<file path="config.mk">
export PLATFORM = sky130hd
export DESIGN_NAME = fetch_ctrl
export DESIGN_NICKNAME = d
export VERILOG_FILES = /design/src/rtl/fetch_ctrl.sv
export SDC_FILE = /design/constraint.sdc
export NUM_CORES = 1
export LEC_CHECK = 0
export ABC_CLOCK_PERIOD_IN_PS = 4700
export CORE_UTILIZATION = 50
export DETAILED_ROUTE_END_ITERATION = 12
export HOLD_SLACK_MARGIN = 0.03
export PLACE_DENSITY = 0.79
export SYNTH_ARGS = -nofsm -noshare
export SYNTH_HDL_FRONTEND = slang
export SYNTH_SLANG_ARGS = --single-unit
</file>
<file path="constraint.sdc">
create_clock -name clk -period 4.7 [get_ports clk]
set_clock_uncertainty 0.15 [all_clocks]
set_input_delay 1.41 -clock clk [delete_from_list [all_inputs] [get_ports clk]]
set_output_delay 1.41 -clock clk [all_outputs]
set_load 0.005 [all_outputs]
</file>
<file path="src/rtl/fetch_ctrl.sv">
// Instruction fetch controller: issues one instruction-memory request at a
// time, presents returned words to the fetch-to-decode register, holds a
// word while decode stalls, and handles redirects by flushing and dropping
// any response that belongs to the abandoned path.
module fetch_ctrl #(
   parameter logic [31:0] RESET_PC = 32'h0000_0000
) (
   input  logic        clk,
   input  logic        rst,
   output logic        o_imem_req,
   output logic [31:0] o_imem_addr,
   input  logic        i_imem_ack,
   input  logic        i_imem_rvalid,
   input  logic [31:0] i_imem_rdata,
   input  logic        i_stall,
   input  logic        i_redirect,
   input  logic [31:0] i_redirect_pc,
   output logic        o_if_valid,
   output logic [31:0] o_if_pc,
   output logic [31:0] o_if_inst,
   output logic        o_flush
);

   typedef enum logic [1:0] {
      S_IDLE = 2'd0,
      S_REQ  = 2'd1,
      S_WAIT = 2'd2,
      S_HOLD = 2'd3
   } state_t;

   state_t      state_q, state_d;
   logic [31:0] pc_q, pc_d;            // address of the next request
   logic [31:0] req_pc_q, req_pc_d;    // address of the outstanding request
   logic        drop_q, drop_d;        // outstanding response belongs to a dead path
   logic [31:0] hold_pc_q, hold_pc_d;  // one-entry hold buffer
   logic [31:0] hold_inst_q, hold_inst_d;

   logic [31:0] redirect_tgt;
   logic        unused_redirect_lsbs;

   // Redirect targets are forced onto a word boundary.
   assign redirect_tgt         = {i_redirect_pc[31:2], 2'b00};
   assign unused_redirect_lsbs = ^i_redirect_pc[1:0];

   // Next-state and output decode; reset forces outputs to their idle values.
   always_comb begin
      state_d     = state_q;
      pc_d        = pc_q;
      req_pc_d    = req_pc_q;
      drop_d      = drop_q;
      hold_pc_d   = hold_pc_q;
      hold_inst_d = hold_inst_q;
      o_imem_req  = 1'b0;
      o_imem_addr = pc_q;
      o_if_valid  = 1'b0;
      o_if_pc     = 32'h0;
      o_if_inst   = 32'h0;
      o_flush     = 1'b0;

      case (state_q)
         S_IDLE: begin
            state_d = S_REQ;
         end
         S_REQ: begin
            o_imem_req = 1'b1;
            if (i_redirect) begin
               o_flush     = 1'b1;
               pc_d        = redirect_tgt;
               hold_pc_d   = 32'h0;
               hold_inst_d = 32'h0;
               // A request accepted in the redirect cycle is for the old
               // path, so its response must be thrown away.
               if (i_imem_ack) begin
                  drop_d  = 1'b1;
                  state_d = S_WAIT;
               end
            end else if (i_imem_ack) begin
               req_pc_d = pc_q;
               state_d  = S_WAIT;
            end
         end
         S_WAIT: begin
            if (i_redirect) begin
               o_flush     = 1'b1;
               pc_d        = redirect_tgt;
               hold_pc_d   = 32'h0;
               hold_inst_d = 32'h0;
               if (i_imem_rvalid) begin
                  drop_d  = 1'b0;
                  state_d = S_REQ;
               end else begin
                  drop_d  = 1'b1;
               end
            end else if (i_imem_rvalid) begin
               if (drop_q) begin
                  drop_d  = 1'b0;
                  state_d = S_REQ;
               end else begin
                  o_if_valid = 1'b1;
                  o_if_pc    = req_pc_q;
                  o_if_inst  = i_imem_rdata;
                  if (i_stall) begin
                     hold_pc_d   = req_pc_q;
                     hold_inst_d = i_imem_rdata;
                     state_d     = S_HOLD;
                  end else begin
                     pc_d    = req_pc_q + 32'd4;
                     state_d = S_REQ;
                  end
               end
            end
         end
         S_HOLD: begin
            if (i_redirect) begin
               o_flush     = 1'b1;
               pc_d        = redirect_tgt;
               hold_pc_d   = 32'h0;
               hold_inst_d = 32'h0;
               state_d     = S_REQ;
            end else begin
               o_if_valid = 1'b1;
               o_if_pc    = hold_pc_q;
               o_if_inst  = hold_inst_q;
               if (!i_stall) begin
                  pc_d    = hold_pc_q + 32'd4;
                  state_d = S_REQ;
               end
            end
         end
         default: begin
            state_d = S_IDLE;
         end
      endcase

      if (rst) begin
         o_imem_req  = 1'b0;
         o_imem_addr = RESET_PC;
         o_if_valid  = 1'b0;
         o_if_pc     = 32'h0;
         o_if_inst   = 32'h0;
         o_flush     = 1'b0;
      end
   end

   // State registers with synchronous reset.
   always_ff @(posedge clk) begin
      if (rst) begin
         state_q     <= S_IDLE;
         pc_q        <= RESET_PC;
         req_pc_q    <= 32'h0;
         drop_q      <= 1'b0;
         hold_pc_q   <= 32'h0;
         hold_inst_q <= 32'h0;
      end else begin
         state_q     <= state_d;
         pc_q        <= pc_d;
         req_pc_q    <= req_pc_d;
         drop_q      <= drop_d;
         hold_pc_q   <= hold_pc_d;
         hold_inst_q <= hold_inst_d;
      end
   end

endmodule

</file>
==> results.json <==
{
  "grt_setup_unrepaired": "false",
  "yosys_warnings": 0,
  "number_of_cts_inserted_buffers": 17,
  "finalWeightedCongestion": 0.942,
  "detail_route.iter0.violations": 991,
  "crit_path_top_delay_cell": "sky130_fd_sc_hd__clkdlybuf4s50_1",
  "ir_drop_v": 0.000256,
  "required_ns": 3.14,
  "worst_hold_startpoint": "pc_q[9]",
  "drv_slew": 0,
  "fmaxAchievable_mhz": 216,
  "portBuffers": 166,
  "yosys_register_bits": 131,
  "grt_pass1_wl_um": 41100,
  "core_region_area_um2": 14600,
  "final_period_minus_worst_setup_slack_ns": 4.63,
  "syn_avg_cell_area_um2": 7.54,
  "pin_count_of_the_biggest_net_entering_global_routing": 64,
  "hold_path_class": "reg2reg",
  "critical_path.n_buffers_inverters": 4,
  "layout-area-overhead-vs-synth_pct": 35.5,
  "final_hold_violation_count": 0,
  "outcome": "finished, final reports clean",
  "clock_insertion_delay_worst_skew_ns": 0.43,
  "fin_nets": 1213,
  "clkSlewWorstSetupHoldPaths_ns": 0.06,
  "pwr_density_cell_nw_per_um2": 312,
  "number_of_global_route_vias_before_repair": 8043,
  "detailed_router_iteration_count_before_antenna_repair": 9,
  "cap_violations": 0,
  "power.static_leakage_nw": 3.32,
  "critical-path-max-stage-delay_ns": 0.54,
  "dieArea_um2": 15700,
  "syn_area_um2": 7580,
  "detailedPlacementHpwl_um": 16800,
  "final_layout_size_suffix_gt1_share_pct": 9.58,
  "grt_antenna_before_repair": 0,
  "die_width_um": 125,
  "post-route-util_pct": 70.1,
  "fin_setup_tns_ns": 0,
  "vias_per_cell": 6.38,
  "synthArstFlopShare_pct": 0,
  "finalCritPeriodShare_pct": 98.5,
  "worstPathMaxFanout": 6,
  "grt_usage_pct": 32.8,
  "tritoncts": "yes",
  "rows": 44,
  "worstPathCellList": "dlygate4sd2_1, buf_4, nor2b_2, buf_4, nand2_1, a21oi_1, clkdlybuf4s50_1",
  "ant_nets": 0,
  "fillerInstances": 1193,
  "synth_nets": 1082,
  "critPathArrivalTime_ns": 3.07,
  "synth_cells": 1005,
  "timing.setup.critical_path_class": "in2out",
  "timing.critical_path.from": "i_redirect",
  "ctsHoldBuffers": 0,
  "dpl.cell_count": 1298,
  "synthFlopType": "sky130_fd_sc_hd__dfxtp_1",
  "die-height_um": 125,
  "grt_remaining_overflow": 0,
  "instances_no_fill": 1333,
  "route.vias.total": 8511,
  "cts-htree-levels": 4,
  "r2r_start": "state_q[0]",
  "critPathLaunchType": "primary input",
  "clkSinkCount": 131,
  "synth_enable_flop_cells": 0,
  "slew_hr_pct": 29.6,
  "ys_types": 59,
  "timing.final.setup_violations": 0,
  "detail_routed_net_length_per_standard_cell_um": 19.3,
  "worst_pin_slew_ns": 1.06,
  "starting_density_of_the_core_pct": 51.8,
  "max-clock-path-buffers": 2,
  "clockRootBuffer": "sky130_fd_sc_hd__clkbuf_16",
  "crit_path_frequent_cell": "sky130_fd_sc_hd__buf_4",
  "crit_family": "buffers and inverters",
  "i_o_pin_count": 169,
  "drt-total-wl_um": 25800,
  "drc": 0,
  "cp_endpoint_kind": "output pin",
  "ys_seq_area_share_pct": 34.6
}
-- cell usage in the layout, fill, tap and decap left out, types with 7 or more instances in the layout --
cell type	count
sky130_fd_sc_hd__o21a_1	10
sky130_fd_sc_hd__and3_1	11
sky130_fd_sc_hd__dlygate4sd2_1	13
sky130_fd_sc_hd__inv_1	11
sky130_fd_sc_hd__a21oi_1	49
sky130_fd_sc_hd__nor2_1	154
sky130_fd_sc_hd__o21ai_0	26
sky130_fd_sc_hd__clkbuf_16	17
sky130_fd_sc_hd__xnor2_1	12
sky130_fd_sc_hd__buf_4	38
sky130_fd_sc_hd__clkdlybuf4s50_1	152
sky130_fd_sc_hd__nand3_1	21
sky130_fd_sc_hd__nor4_1	24
sky130_fd_sc_hd__dfxtp_1	131
sky130_fd_sc_hd__buf_12	11
sky130_fd_sc_hd__a311oi_1	13
sky130_fd_sc_hd__nand2_1	98
sky130_fd_sc_hd__a22oi_1	126
sky130_fd_sc_hd__a211oi_1	15
sky130_fd_sc_hd__o31a_1	7
sky130_fd_sc_hd__and4_1	7
sky130_fd_sc_hd__xor2_1	10
sky130_fd_sc_hd__o21ai_1	10
sky130_fd_sc_hd__nand4_1	17
sky130_fd_sc_hd__nor2b_1	33
sky130_fd_sc_hd__nor3_1	22
sky130_fd_sc_hd__a221oi_1	11
-- synth_stat cells (10+ instances only) --
library cell | number | share of area (%)
sky130_fd_sc_hd__a211oi_1 | 15 | 1.5
sky130_fd_sc_hd__a21oi_1 | 50 | 3.3
sky130_fd_sc_hd__a221oi_1 | 11 | 1.3
sky130_fd_sc_hd__a22oi_1 | 126 | 12
sky130_fd_sc_hd__a311oi_1 | 13 | 1.5
sky130_fd_sc_hd__and3_1 | 12 | 0.99
sky130_fd_sc_hd__buf_1 | 16 | 0.79
sky130_fd_sc_hd__buf_2 | 14 | 0.92
sky130_fd_sc_hd__clkbuf_1 | 71 | 3.5
sky130_fd_sc_hd__dfxtp_1 | 131 | 35
sky130_fd_sc_hd__inv_1 | 11 | 0.54
sky130_fd_sc_hd__nand2_1 | 98 | 4.9
sky130_fd_sc_hd__nand3_1 | 21 | 1.4
sky130_fd_sc_hd__nand4_1 | 17 | 1.4
sky130_fd_sc_hd__nor2_1 | 154 | 7.6
sky130_fd_sc_hd__nor2b_1 | 35 | 2.9
sky130_fd_sc_hd__nor3_1 | 22 | 1.5
sky130_fd_sc_hd__nor4_1 | 24 | 2.0
sky130_fd_sc_hd__o21a_1 | 10 | 0.99
sky130_fd_sc_hd__o21ai_0 | 27 | 1.8
sky130_fd_sc_hd__o21ai_1 | 12 | 0.79
sky130_fd_sc_hd__xnor2_1 | 12 | 1.4
sky130_fd_sc_hd__xor2_1 | 10 | 1.2
-- flip-flops by register name (all words and copies together) (netlist names) --
name	cells
hold_inst_q	32
hold_pc_q	32
pc_q	32
req_pc_q	32
state_q	2
drop_q	1
-- area by class of cell --
class,count,area [um2],share of cell area (%)
Multi-Input combinational cell,756,4510,43.9
Sequential cell,131,2620,25.5
Timing Repair Buffer,218,2180,21.2
Antenna cell,1,2.50,0.0244
Clock buffer,19,453,4.41
Tap cell,184,230,2.24
Inverter,12,45.0,0.439
Clock inverter,12,228,2.22
-- cell families (layout without fill, tap and decap cells) --
group	after synthesis	after routing	synth area share, %
AO/OA/AOI/OAI	305	305	28.4
XOR/XNOR	22	22	2.54
adder cells (fa/ha/maj)	7	7	1.16
buffers and inverters	118	261	6.40
flip-flops	131	131	34.6
multiplexers	3	3	0.429
other	0	1	0
AND/OR/NAND/NOR	419	419	26.5
-- through the flow --
stage	worst slack [ns]	hold slack (ns)	total power, mW	instance area [um2]
4_1_cts	0.0827	0.302	3.20	10300
6_report	0.0701	0.303	3.20	10300
5_1_grt	0.0161	0.338	3.30	10300
3_3_place_gp	-0.145	0.290	1.66	9560
3_5_place_dp	-0.157	0.292	1.67	9560
2_1_floorplan	0.393	0.277	1.45	7580
-- power breakdown --
part / internal (mW) / switching (mW) / total (mW)
Combinational: 0.207 / 0.249 / 0.456
Clock: 1.02 / 0.518 / 1.54
Sequential: 1.16 / 0.0441 / 1.20
Total: 2.39 / 0.811 / 3.20
-- worst paths after layout --
| path | end | slack (ns) | cells past startpoint |
|---|---|---|---|
| min | req_pc_q[9] | 0.30 | 2 |
| max | o_if_pc[15] | 0.07 | 7 |
| max reg2reg | pc_q[30] | 1.40 | 9 |
| min reg2reg | req_pc_q[9] | 0.30 | 2 |
-- metal layers --
layer	vias up	global-route usage, %	share of wire [%]
met5	-	0	0
met4	0	14.4	3.1
met3	77	9.93	12
met2	527	51.0	44
met1	3976	41.8	41
li1	3931	-	-
-- tightest hold or removal path, stage by stage (launching register included) --
cell and delay [ns]:
sky130_fd_sc_hd__dfxtp_1 0.30, sky130_fd_sc_hd__nand2_1 0.05, sky130_fd_sc_hd__a21oi_1 0.05
-- repair_timing --
| item | in CTS | in global routing |
|---|---|---|
| endpoints found under the setup margin | 34 | 0 |
| buffers inserted | 1 | 0 |
| resized for setup | 20 | 0 |
Power figures use the tool's default switching activity.
